### src/rtl/stream_capture_pkg.sv
// rtl/stream_capture_pkg.sv - shared types and constants for stream_capture
// Purpose: FSM state encoding, register word offsets, CONST value and RAM sizing helper.
// Ports: none (package).
package stream_capture_pkg;

  typedef enum logic [1:0] {
    ST_IDLE    = 2'd0,
    ST_ARMED   = 2'd1,
    ST_CAPTURE = 2'd2,
    ST_DONE    = 2'd3
  } state_e;

  // Register offsets in 32-bit words from BASE_ADDR.
  localparam logic [2:0] REG_CONST     = 3'd0;
  localparam logic [2:0] REG_NUM       = 3'd1;
  localparam logic [2:0] REG_CTRL      = 3'd2;
  localparam logic [2:0] REG_STATUS    = 3'd3;
  localparam logic [2:0] REG_DEPTH     = 3'd4;
  localparam logic [2:0] REG_TRIG_MODE = 3'd5;
  localparam logic [2:0] REG_CHAN      = 3'd6;
  localparam logic [2:0] REG_RAM_DATA  = 3'd7;

  localparam int unsigned NUM_REGS = 8;

  localparam logic [31:0] CONST_VALUE = 32'h5CA7_0001;

  localparam int unsigned CTRL_ARM_BIT   = 0;
  localparam int unsigned CTRL_ABORT_BIT = 1;

  // A single-entry RAM still needs a 1-bit address to keep every port non-empty.
  function automatic int unsigned ram_addr_width(input int unsigned depth);
    return (depth > 1) ? $clog2(depth) : 1;
  endfunction

endpackage

### src/rtl/stream_capture_bram.sv
// rtl/stream_capture_bram.sv - simple dual-port RAM, one per capture port
// Purpose: write port fed by the capture path, read port with a single registered
//   output (no extra output register), so rd_data shows mem[rd_addr] one clock later.
// Ports: wr_clk/wr_en/wr_addr/wr_data write side; rd_clk/rd_addr/rd_data read side.
module stream_capture_bram #(
  parameter int DATA_WIDTH = 1,
  parameter int ADDR_WIDTH = 1,
  parameter int DEPTH      = 1
) (
  input  logic                  wr_clk,
  input  logic                  wr_en,
  input  logic [ADDR_WIDTH-1:0] wr_addr,
  input  logic [DATA_WIDTH-1:0] wr_data,
  input  logic                  rd_clk,
  input  logic [ADDR_WIDTH-1:0] rd_addr,
  output logic [DATA_WIDTH-1:0] rd_data
);

  logic [DATA_WIDTH-1:0] mem [DEPTH];
  logic [DATA_WIDTH-1:0] rd_data_q;

  always_ff @(posedge wr_clk) begin
    if (wr_en) begin
      mem[wr_addr] <= wr_data;
    end
  end

  always_ff @(posedge rd_clk) begin
    rd_data_q <= mem[rd_addr];
  end

  assign rd_data = rd_data_q;

endmodule

### src/rtl/stream_capture.sv
// rtl/stream_capture.sv - arm/trigger capture of parallel sample streams into per-port RAM
// Purpose: records NUM_PORTS x DATA_WIDTH words on valid after an arm and trigger, then
//   exposes them through a 32-bit register bus for readback.
// Ports: clk, reset (async, active-high); data_in/valid sample stream; trig_in external
//   trigger; done_irq completion pulse; bus_addr/bus_wdata/bus_wr/bus_rd/bus_rdata registers.
module stream_capture
  import stream_capture_pkg::*;
#(
  parameter int BUS_ADDR_WIDTH = 16,
  parameter int NUM            = 0,
  parameter int BASE_ADDR      = 0,
  parameter int NUM_PORTS      = 1,
  parameter int DATA_WIDTH     = 1,
  parameter int DATA_DEPTH     = 1
) (
  input  logic                            clk,
  input  logic                            reset,
  input  logic [NUM_PORTS*DATA_WIDTH-1:0] data_in,
  input  logic                            valid,
  input  logic                            trig_in,
  output logic                            done_irq,
  input  logic [BUS_ADDR_WIDTH-1:0]       bus_addr,
  input  logic [31:0]                     bus_wdata,
  output logic [31:0]                     bus_rdata,
  input  logic                            bus_wr,
  input  logic                            bus_rd
);

  localparam int RAW = int'(ram_addr_width(DATA_DEPTH));
  localparam int CW  = RAW + 1;
  localparam logic [CW-1:0]             DEPTH_MAX = CW'(DATA_DEPTH);
  localparam logic [RAW-1:0]            PTR_LAST  = RAW'(DATA_DEPTH - 1);
  localparam logic [BUS_ADDR_WIDTH:0]   BASE_EXT  = (BUS_ADDR_WIDTH + 1)'(BASE_ADDR);

  function automatic logic [CW-1:0] clamp_depth(input logic [CW-1:0] d);
    return (d > DEPTH_MAX) ? DEPTH_MAX : d;
  endfunction

  state_e          state_q, state_d;
  logic [CW-1:0]   wr_addr_q, wr_addr_d;
  logic [CW-1:0]   count_q, count_d;
  logic [CW-1:0]   depth_q, depth_d;
  logic [CW-1:0]   shadow_depth_q, shadow_depth_d;
  logic            trig_mode_q, trig_mode_d;
  logic            shadow_mode_q, shadow_mode_d;
  logic [31:0]     chan_q, chan_d;
  logic [RAW-1:0]  rd_ptr_q, rd_ptr_d;
  logic            irq_q, irq_d;
  logic [31:0]     bus_rdata_q, bus_rdata_d;
  logic            trig_prev_q, trig_prev_d;

  logic                    ram_we;
  logic [DATA_WIDTH-1:0]   port_rd [NUM_PORTS];
  logic [31:0]             ram_word;

  // Extra top bit of the offset is the borrow: set when bus_addr is below the base.
  logic [BUS_ADDR_WIDTH:0] addr_off;
  logic                    addr_hit;
  logic [2:0]              reg_sel;

  assign addr_off = {1'b0, bus_addr} - BASE_EXT;
  assign addr_hit = !addr_off[BUS_ADDR_WIDTH] &&
                    (addr_off[BUS_ADDR_WIDTH-1:0] < BUS_ADDR_WIDTH'(NUM_REGS));
  assign reg_sel  = addr_off[2:0];

  logic wr_hit, rd_hit, cmd_arm, cmd_abort, arm_go, trig_rise, start;
  logic [CW-1:0] count_inc;

  assign wr_hit    = bus_wr && addr_hit;
  assign rd_hit    = bus_rd && addr_hit;
  assign cmd_abort = wr_hit && (reg_sel == REG_CTRL) && bus_wdata[CTRL_ABORT_BIT];
  assign cmd_arm   = wr_hit && (reg_sel == REG_CTRL) && bus_wdata[CTRL_ARM_BIT];
  assign arm_go    = cmd_arm && !cmd_abort;
  assign trig_rise = trig_in && !trig_prev_q;
  assign start     = shadow_mode_q ? trig_rise : valid;
  assign count_inc = count_q + 1'b1;

  always_comb begin
    ram_word = '0;
    for (int i = 0; i < NUM_PORTS; i++) begin
      if (chan_q == 32'(i)) begin
        ram_word = 32'(port_rd[i]);
      end
    end
  end

  always_comb begin
    state_d        = state_q;
    wr_addr_d      = wr_addr_q;
    count_d        = count_q;
    depth_d        = depth_q;
    shadow_depth_d = shadow_depth_q;
    trig_mode_d    = trig_mode_q;
    shadow_mode_d  = shadow_mode_q;
    chan_d         = chan_q;
    rd_ptr_d       = rd_ptr_q;
    irq_d          = 1'b0;
    bus_rdata_d    = bus_rdata_q;
    trig_prev_d    = trig_in;
    ram_we         = 1'b0;

    if (wr_hit && reg_sel == REG_DEPTH)     depth_d     = bus_wdata[CW-1:0];
    if (wr_hit && reg_sel == REG_TRIG_MODE) trig_mode_d = bus_wdata[0];
    if (wr_hit && reg_sel == REG_CHAN)      chan_d      = bus_wdata;

    if (cmd_abort) begin
      state_d = ST_IDLE;
    end else if (arm_go) begin
      wr_addr_d      = '0;
      count_d        = '0;
      shadow_depth_d = clamp_depth(depth_q);
      shadow_mode_d  = trig_mode_q;
      if (clamp_depth(depth_q) == '0) begin
        state_d = ST_DONE;
        irq_d   = 1'b1;
      end else begin
        state_d = ST_ARMED;
      end
    end else begin
      // The trigger cycle itself captures when valid, so ARMED and CAPTURE share
      // the write path; ARMED just needs the start condition first.
      if ((state_q == ST_CAPTURE || (state_q == ST_ARMED && start)) && valid) begin
        ram_we    = 1'b1;
        wr_addr_d = wr_addr_q + 1'b1;
        count_d   = count_inc;
      end
      if (state_q == ST_ARMED && start) begin
        state_d = ST_CAPTURE;
      end
      if (ram_we && count_inc == shadow_depth_q) begin
        state_d = ST_DONE;
        irq_d   = 1'b1;
      end
    end

    if ((wr_hit && reg_sel == REG_CHAN) || arm_go) begin
      rd_ptr_d = '0;
    end else if (rd_hit && reg_sel == REG_RAM_DATA) begin
      rd_ptr_d = (rd_ptr_q == PTR_LAST) ? '0 : rd_ptr_q + 1'b1;
    end

    if (bus_rd) begin
      bus_rdata_d = '0;
      if (addr_hit) begin
        case (reg_sel)
          REG_CONST:     bus_rdata_d = CONST_VALUE;
          REG_NUM:       bus_rdata_d = 32'(NUM);
          REG_STATUS:    bus_rdata_d = {16'(count_q), 14'd0, state_q};
          REG_DEPTH:     bus_rdata_d = 32'(depth_q);
          REG_TRIG_MODE: bus_rdata_d = {31'd0, trig_mode_q};
          REG_CHAN:      bus_rdata_d = chan_q;
          REG_RAM_DATA:  bus_rdata_d = ram_word;
          default:       bus_rdata_d = '0;
        endcase
      end
    end
  end

  always_ff @(posedge clk or posedge reset) begin
    if (reset) begin
      state_q        <= ST_IDLE;
      wr_addr_q      <= '0;
      count_q        <= '0;
      depth_q        <= '0;
      shadow_depth_q <= '0;
      trig_mode_q    <= 1'b0;
      shadow_mode_q  <= 1'b0;
      chan_q         <= '0;
      rd_ptr_q       <= '0;
      irq_q          <= 1'b0;
      bus_rdata_q    <= '0;
      trig_prev_q    <= 1'b0;
    end else begin
      state_q        <= state_d;
      wr_addr_q      <= wr_addr_d;
      count_q        <= count_d;
      depth_q        <= depth_d;
      shadow_depth_q <= shadow_depth_d;
      trig_mode_q    <= trig_mode_d;
      shadow_mode_q  <= shadow_mode_d;
      chan_q         <= chan_d;
      rd_ptr_q       <= rd_ptr_d;
      irq_q          <= irq_d;
      bus_rdata_q    <= bus_rdata_d;
      trig_prev_q    <= trig_prev_d;
    end
  end

  assign done_irq  = irq_q;
  assign bus_rdata = bus_rdata_q;

  for (genvar g = 0; g < NUM_PORTS; g++) begin : g_port
    stream_capture_bram #(
      .DATA_WIDTH(DATA_WIDTH),
      .ADDR_WIDTH(RAW),
      .DEPTH     (DATA_DEPTH)
    ) u_bram (
      .wr_clk (clk),
      .wr_en  (ram_we),
      .wr_addr(wr_addr_q[RAW-1:0]),
      .wr_data(data_in[DATA_WIDTH*g +: DATA_WIDTH]),
      .rd_clk (clk),
      .rd_addr(rd_ptr_q),
      .rd_data(port_rd[g])
    );
  end

endmodule

### config.mk
export PLATFORM = sky130hd
export DESIGN_NAME = stream_capture
export DESIGN_NICKNAME = d
export VERILOG_FILES = /design/src/rtl/stream_capture_pkg.sv /design/src/rtl/stream_capture_bram.sv /design/src/rtl/stream_capture.sv
export SDC_FILE = /design/constraint.sdc
export NUM_CORES = 1
export LEC_CHECK = 0
export BUFFER_PORTS_ARGS = -buffer_cell sky130_fd_sc_hd__buf_4
export CORE_MARGIN = 2
export CORE_UTILIZATION = 40
export CTS_BUF_LIST = sky130_fd_sc_hd__clkbuf_4 sky130_fd_sc_hd__clkbuf_8 sky130_fd_sc_hd__clkbuf_16
export CTS_CLUSTER_DIAMETER = 30
export DETAILED_ROUTE_END_ITERATION = 8
export GPL_TIMING_DRIVEN = 0
export PLACE_DENSITY = 0.62
export SETUP_SLACK_MARGIN = 0.4
export SLEW_MARGIN = 20
export SYNTH_ARGS = -nofsm -noshare
export SYNTH_HDL_FRONTEND = slang
export SYNTH_SLANG_ARGS = --single-unit
### constraint.sdc
create_clock -name clk -period 4.17 [get_ports clk]
set_clock_uncertainty 0.05 [all_clocks]
set_input_delay 0.2085 -clock clk [delete_from_list [all_inputs] [get_ports clk]]
set_output_delay 0.2085 -clock clk [all_outputs]
set_load 0.005 [all_outputs]
==> impl_metrics.toml, run 1 <==
[status]
status = "complete, no violations"

[die]
die_area_um2 = 9170
rows = 33
start_util_pct = 41.2
core_area_um2 = 8180
io_pins = 88
fp.dieW_um = 95.7
die_h_um = 95.7

[grt]
grt_pass1_vias = 2610
grt_max_degree = 54
gr-total-overflow = 0
antenna_found_initial = 0
grt_util_all_layers_pct = 18.0
grt_pass1_wl_um = 12400

[worst_setup_path]
startpoint_type = "primary input"
critical_path_class = "in -> reg"
required_ns = 4.35
critPathArrivalTime_ns = 2.09
critical_path.max_fanout = 10
cp-end-kind = "register"

[cts]
max-clock-path-buffers = 2
clk_pin_slew_ns = 0.10
cts_tree = "yes"
cts_buffers = 9
cts-root-buf = "clkbuf_8"
clk_latency_ns = 0.35
numClockSinks = 78
cts_setup_buffers = 0
cts-htree-levels = 3

[yosys]
synth_top_cell_by_area = "dfrtp_1"
yosys-top-cells-area = "dfrtp_1 56%, mux2_2 12%, inv_1 4.1%"
synthAdderAreaFrac_pct = 0
synth_top_family_by_area = "simple AND/OR/NAND/NOR gates"
muxShareOfSynthArea_pct = 12.3
synth_nets = 367
synth-compound-area-share_pct = 10.1
synth_area_um2 = 3370
synth_top_area_share_pct = 56.5
yosysSeqAreaShare_pct = 58.0
synth_area_per_cell_um2 = 10.8
yosysWarnings = 0
synth-xor-area-share_pct = 0.780
syn_inst = 312
synthSimpleGateAreaFrac_pct = 13.0
ys_types = 41
ys_ff_latch = 78

[timing]
min_period_over_period_pct = 45.9
setup_tns_ns = 0
fin_hold_ws_ns = 0.0342
drv_slew = 0
rsz0062_at_grt = "no"
finalSetupViolCount = 0
slew_headroom_pct = 63.0
fin_crit_ns = 1.91
fmax_ghz = 0.523
tightestPinTransition_ns = 0.547
final_hold_viol_count = 0

[worst_hold_path]
hold_class = "in -> reg"

[place]
io_buffers = 85
place_hpwl_um = 5750
place_congestion = 0.795

[drt]
ant_nets = 0
vias = 2582
firstDrtPassIters = 4
drc_errors = 0
viasPerCell = 4.95
wl_um = 7700
first_iter_violations = 105
wire_per_inst_um = 14.8

[layout]
final_common_cell = "buf_4"
final_nets = 467
layout_common_cells = "85 x buf_4, 76 x dfrtp_1, 36 x inv_1"
drive_above_1_share_pct = 34.8
syn2layout_area_growth_pct = 30.1
fillers = 779
diodes = 0

[power_and_ir_drop]
power_mw = 1.38
ir_drop_mv = 0.157
powerDensity_nw_per_um2 = 315
leakagePower_nw = 2.10

[job]
drv_cap = 0
-- critical path: stages --
cell	delay [ns]
buf_4	0.11
nor4b_1	0.52
nor2b_1	0.38
nand3_1	0.29
buf_2	0.29
mux2_2	0.29
-- flip-flops by register name (all words and copies together) (netlist names) --
| register | cells |
|---|---|
| bus_rdata | 32 |
| chan_q | 32 |
| count_q | 2 |
| depth_q | 2 |
| shadow_depth_q | 2 |
| state_q | 2 |
| done_irq | 1 |
| g_port.u_bram.mem | 1 |
| g_port.u_bram.rd_data | 1 |
| shadow_mode_q | 1 |
| trig_mode_q | 1 |
| trig_prev_q | 1 |
-- repair_timing --
action,in CTS,in global routing
resized for setup,0,0
endpoints found under the hold margin,25,0
hold buffers,3,0
-- power by group --
group          internal, mW  switching, mW
registers             0.757       0.000471
logic                0.0446         0.0451
clock network         0.229          0.304
total                  1.03          0.350
-- worst paths after layout --
kind                                         start                       end  slack (ns)  cells after the start
hold reg to reg            g_port[0].u_bram.mem[0]  g_port[0].u_bram.rd_data        0.31                      0
setup reg to reg                         chan_q[4]              bus_rdata[0]        2.48                      4
hold / removal                       bus_wdata[14]                chan_q[14]        0.03                      2
max in group asynchronous                    reset                chan_q[28]        3.17                      4
min in group asynchronous                    reset              bus_rdata[7]        0.34                      3
setup / recovery                       bus_addr[4]                chan_q[28]        2.26                      6
-- synth_stat cells --
| library cell | number |
|---|---|
| o311a_1 | 1 |
| mux2_2 | 35 |
| nor3b_1 | 1 |
| nor2b_1 | 6 |
| nor4_1 | 8 |
| o31ai_1 | 1 |
| buf_2 | 3 |
| nand3_1 | 6 |
| nand4_1 | 5 |
| xor2_1 | 2 |
| nor2_1 | 10 |
| or4b_1 | 1 |
| o22ai_1 | 11 |
| inv_1 | 37 |
| clkbuf_1 | 11 |
| or2_2 | 1 |
| edfxtp_1 | 1 |
| nand2_1 | 30 |
| xnor2_1 | 1 |
| dfrtp_1 | 76 |
| nand3b_1 | 1 |
| o221ai_1 | 1 |
| and3_1 | 1 |
| nand2b_1 | 2 |
| o21ai_0 | 26 |
| nor3_1 | 1 |
| a21boi_0 | 1 |
| and4_1 | 1 |
| nor4b_1 | 1 |
| or4_1 | 1 |
| or3_4 | 1 |
| mux2i_1 | 2 |
| a21oi_1 | 15 |
| a22oi_1 | 1 |
| nor4_2 | 2 |
| and2_1 | 1 |
| or3_1 | 1 |
| o21a_1 | 1 |
| a31oi_1 | 3 |
| dfxtp_1 | 1 |
| nor4bb_1 | 1 |
-- metal layers --
layer  wire length [um]  GRT usage [%]
met1               3600           24.9
met2               3560           27.4
met3                384           3.92
met4                156           7.98
met5                  0              0
-- logic make-up after synthesis --
kind of cell	after synthesis
compound gates	61
xor+xnor	3
buf+inv	51
flops	78
mux	37
simple gates	82
-- final cells by class --
class	count	area [um^2]	share of cell area, %
buffer	14	56.3	1.28
inverter	37	141	3.23
clock buffer	9	124	2.83
clock inverter	7	61.3	1.40
tap	105	131	3.00
sequential	78	1950	44.5
multi-input combinational	183	1220	27.8
timing repair buffer	89	696	15.9
-- stage by stage --
| stage | area [um^2] | cells | worst slack [ns] | util (%) |
|---|---|---|---|---|
| global placement | 4140 | 502 | 1.03 | 50.6 |
| floorplan | 3370 | 312 | 1.97 | - |
| finish | 4380 | 522 | 2.26 | 53.6 |
| CTS | 4380 | 522 | 2.26 | 53.6 |
| detailed placement | 4170 | 503 | 1.89 | 51.0 |
| global route | 4380 | 522 | 2.02 | 53.6 |
Power figures use the tool's default switching activity.
==> run 2: changes to the inputs <==
- ABC_AREA: not set -> 1
- clock period: 4.17 -> 1.9 ns (I/O delays scaled with it)
==> impl_metrics.toml, run 2 <==
[power_and_ir_drop]
ir_drop_mv = 0.421
power_frac_seq_pct = 48.4
leakagePower_nw = 2.56
switching_power_uw = 964
powerDensity_nw_per_um2 = 756
cell_internal_pwr_mw = 2.69
power_frac_comb_pct = 16.7
pwr-share-clk_pct = 34.8
switching_share_pct = 26.4

[worst_setup_path]
r2r_slack_ns = 0.47
reg2reg_depth = 9
startpoint_type = "register"
cp-end-kind = "register"
crit_start = "state_q[1]"
critPathArrivalTime_ns = 1.45
critical_path.max_fanout = 4
r2r_end = "g_port[0].u_bram.mem[0]"
r2r-start = "state_q[1]"
critical_path_class = "reg -> reg"
required_ns = 1.91

[yosys]
synth.most_common_cell = "nand2_1"
synth_edf_count = 1
synth_top_area_share_pct = 56.2
synth-compound-area-share_pct = 11.8
synth-xor-area-share_pct = 0.259
yosysWarnings = 0
muxShareOfSynthArea_pct = 0
ys_types = 28
yosys-top-cells-area = "dfrtp_1 56%, nand2_1 11%, inv_1 5.1%"
ys.flop_type = "dfrtp_1"
synth_nets = 449
synthAdderAreaFrac_pct = 0
syn_inst = 394
synth_top_family_by_area = "simple AND/OR/NAND/NOR gates"
synth_top_cell_by_area = "dfrtp_1"
synth_common_cells = "98 x nand2_1, 76 x dfrtp_1, 46 x inv_1"
synth_area_um2 = 3390
yosysSeqAreaShare_pct = 57.6
ys_ff_latch = 78
async_flop_share_pct = 97.4
synthSimpleGateAreaFrac_pct = 22.5
synth_area_per_cell_um2 = 8.59

[drt]
wl_um = 8440
wire_per_inst_um = 13.1
first_iter_violations = 103
viasPerCell = 4.80
firstDrtPassIters = 4
vias = 3094
drc_errors = 0
ant_nets = 0

[timing]
tightestPinTransition_ns = 0.516
fin_hold_ws_ns = 0.0229
rsz0062_at_grt = "yes"
fin_crit_ns = 1.43
slew_headroom_pct = 65.5
setup_tns_ns = 0
drv_slew = 0
final_hold_viol_count = 0
fmax_ghz = 0.698
min_period_over_period_pct = 75.4
finalSetupViolCount = 0

[place]
io_buffers = 87
place_hpwl_um = 6120
place_congestion = 0.890
dp.cells = 588

[worst_hold_path]
hold-path-cell-count = 3
hold_class = "in -> reg"
hold_path_end = "trig_mode_q"
min_from = "bus_wdata[0]"

[cts]
cts-htree-levels = 3
numClockSinks = 78
max-clock-path-buffers = 2
clk_latency_ns = 0.35
cts_buffers = 9
clk_pin_slew_ns = 0.08
cts-root-buf = "clkbuf_8"
cts_tree = "yes"

[grt]
grt_max_degree = 32
grt_pass1_vias = 2940
grt_pass1_wl_um = 13900
gr-total-overflow = 0
grt_util_all_layers_pct = 19.9
antenna_found_initial = 0

[layout]
diodes = 0
layout_common_cells = "95 x nand2_1, 94 x buf_4, 74 x dfrtp_1"
drive_above_1_share_pct = 27.8
final_nets = 589
syn2layout_area_growth_pct = 42.7
fin_cells = 644
final_common_cell = "nand2_1"

[job]
drv_cap = 0

[die]
fp.dieW_um = 96
start_util_pct = 41.2
die_h_um = 96
io_pins = 88
core_area_um2 = 8220
die_area_um2 = 9220
rows = 33

[status]
status = "complete, no violations"
run 2: worst max path at each step:
stage	end	slack [ns]	depth (start not counted)
5_1_grt	state_q[1]	0.34	10
6_report	g_port[0].u_bram.mem[0]	0.47	9
2_1_floorplan	g_port[0].u_bram.mem[0]	0.61	9
3_5_place_dp	g_port[0].u_bram.mem[0]	0.39	9
3_3_place_gp	bus_rdata[24]	0.33	2
4_1_cts	g_port[0].u_bram.mem[0]	0.41	9
run 2: cell families after synthesis:
group                     after synthesis
and+or+nand+nor                       181
DFF                                    78
AOI/OAI and AO/OA                      71
buffers and inverters                  63
xor gates and xnor gates                1
run 2: area by class of cell:
cell class	instances	area, um^2
Buffer	12	67.6
Clock buffer	10	138
Sequential cell	78	1950
Timing Repair Buffer	129	1080
Inverter	51	200
Clock inverter	6	68.8
Multi-Input combinational cell	253	1190
Fill cell	749	3390
Tap cell	105	131
run 2: routing by layer:
metal | wire length, um | vias to the layer above | track usage, %
met5 | 0 | - | 0
met4 | 208 | 0 | 8.81
met3 | 361 | 18 | 3.60
met2 | 3880 | 73 | 30.4
met1 | 3990 | 1461 | 27.8
li1 | - | 1542 | -
run 2: per-stage QoR:
| step | util [%] | total power, mW | setup WS [ns] | area (um^2) |
|---|---|---|---|---|
| after floorplan | - | 2.02 | 0.606 | 3390 |
| after global placement | 50.8 | 2.18 | 0.333 | 4170 |
| after detailed placement | 51.3 | 2.20 | 0.395 | 4210 |
| after CTS | 57.8 | 3.54 | 0.415 | 4750 |
| after global routing | 58.8 | 3.83 | 0.342 | 4830 |
| final | 58.8 | 3.65 | 0.467 | 4830 |
run 2: timing repair:
item                                   CTS  global route
setup endpoints to repair                1             3
gates resized for setup                  1            11
gates cloned                             0             0
hold buffers                            33             0
pin swaps                                0             7
setup buffers                            0             7
endpoints found under the hold margin   53             0
run 2: worst max-delay path, stage by stage, from the launching register on:
cell and delay, ns:
dfrtp_1 0.39, inv_2 0.06, nand2_2 0.04, nor2_1 0.10
nand2_1 0.08, nand2_1 0.08, nand2_2 0.08, inv_2 0.08
nand2_2 0.07, nor2_4 0.12
run 2: power groups by stage:
stage	Combinational, mW	Sequential (mW)	Clock (mW)
floorplan	0.232	1.78	0
global placement	0.382	1.80	0
detailed placement	0.401	1.80	0
CTS	0.459	1.77	1.31
global route	0.686	1.77	1.37
finish	0.611	1.77	1.27
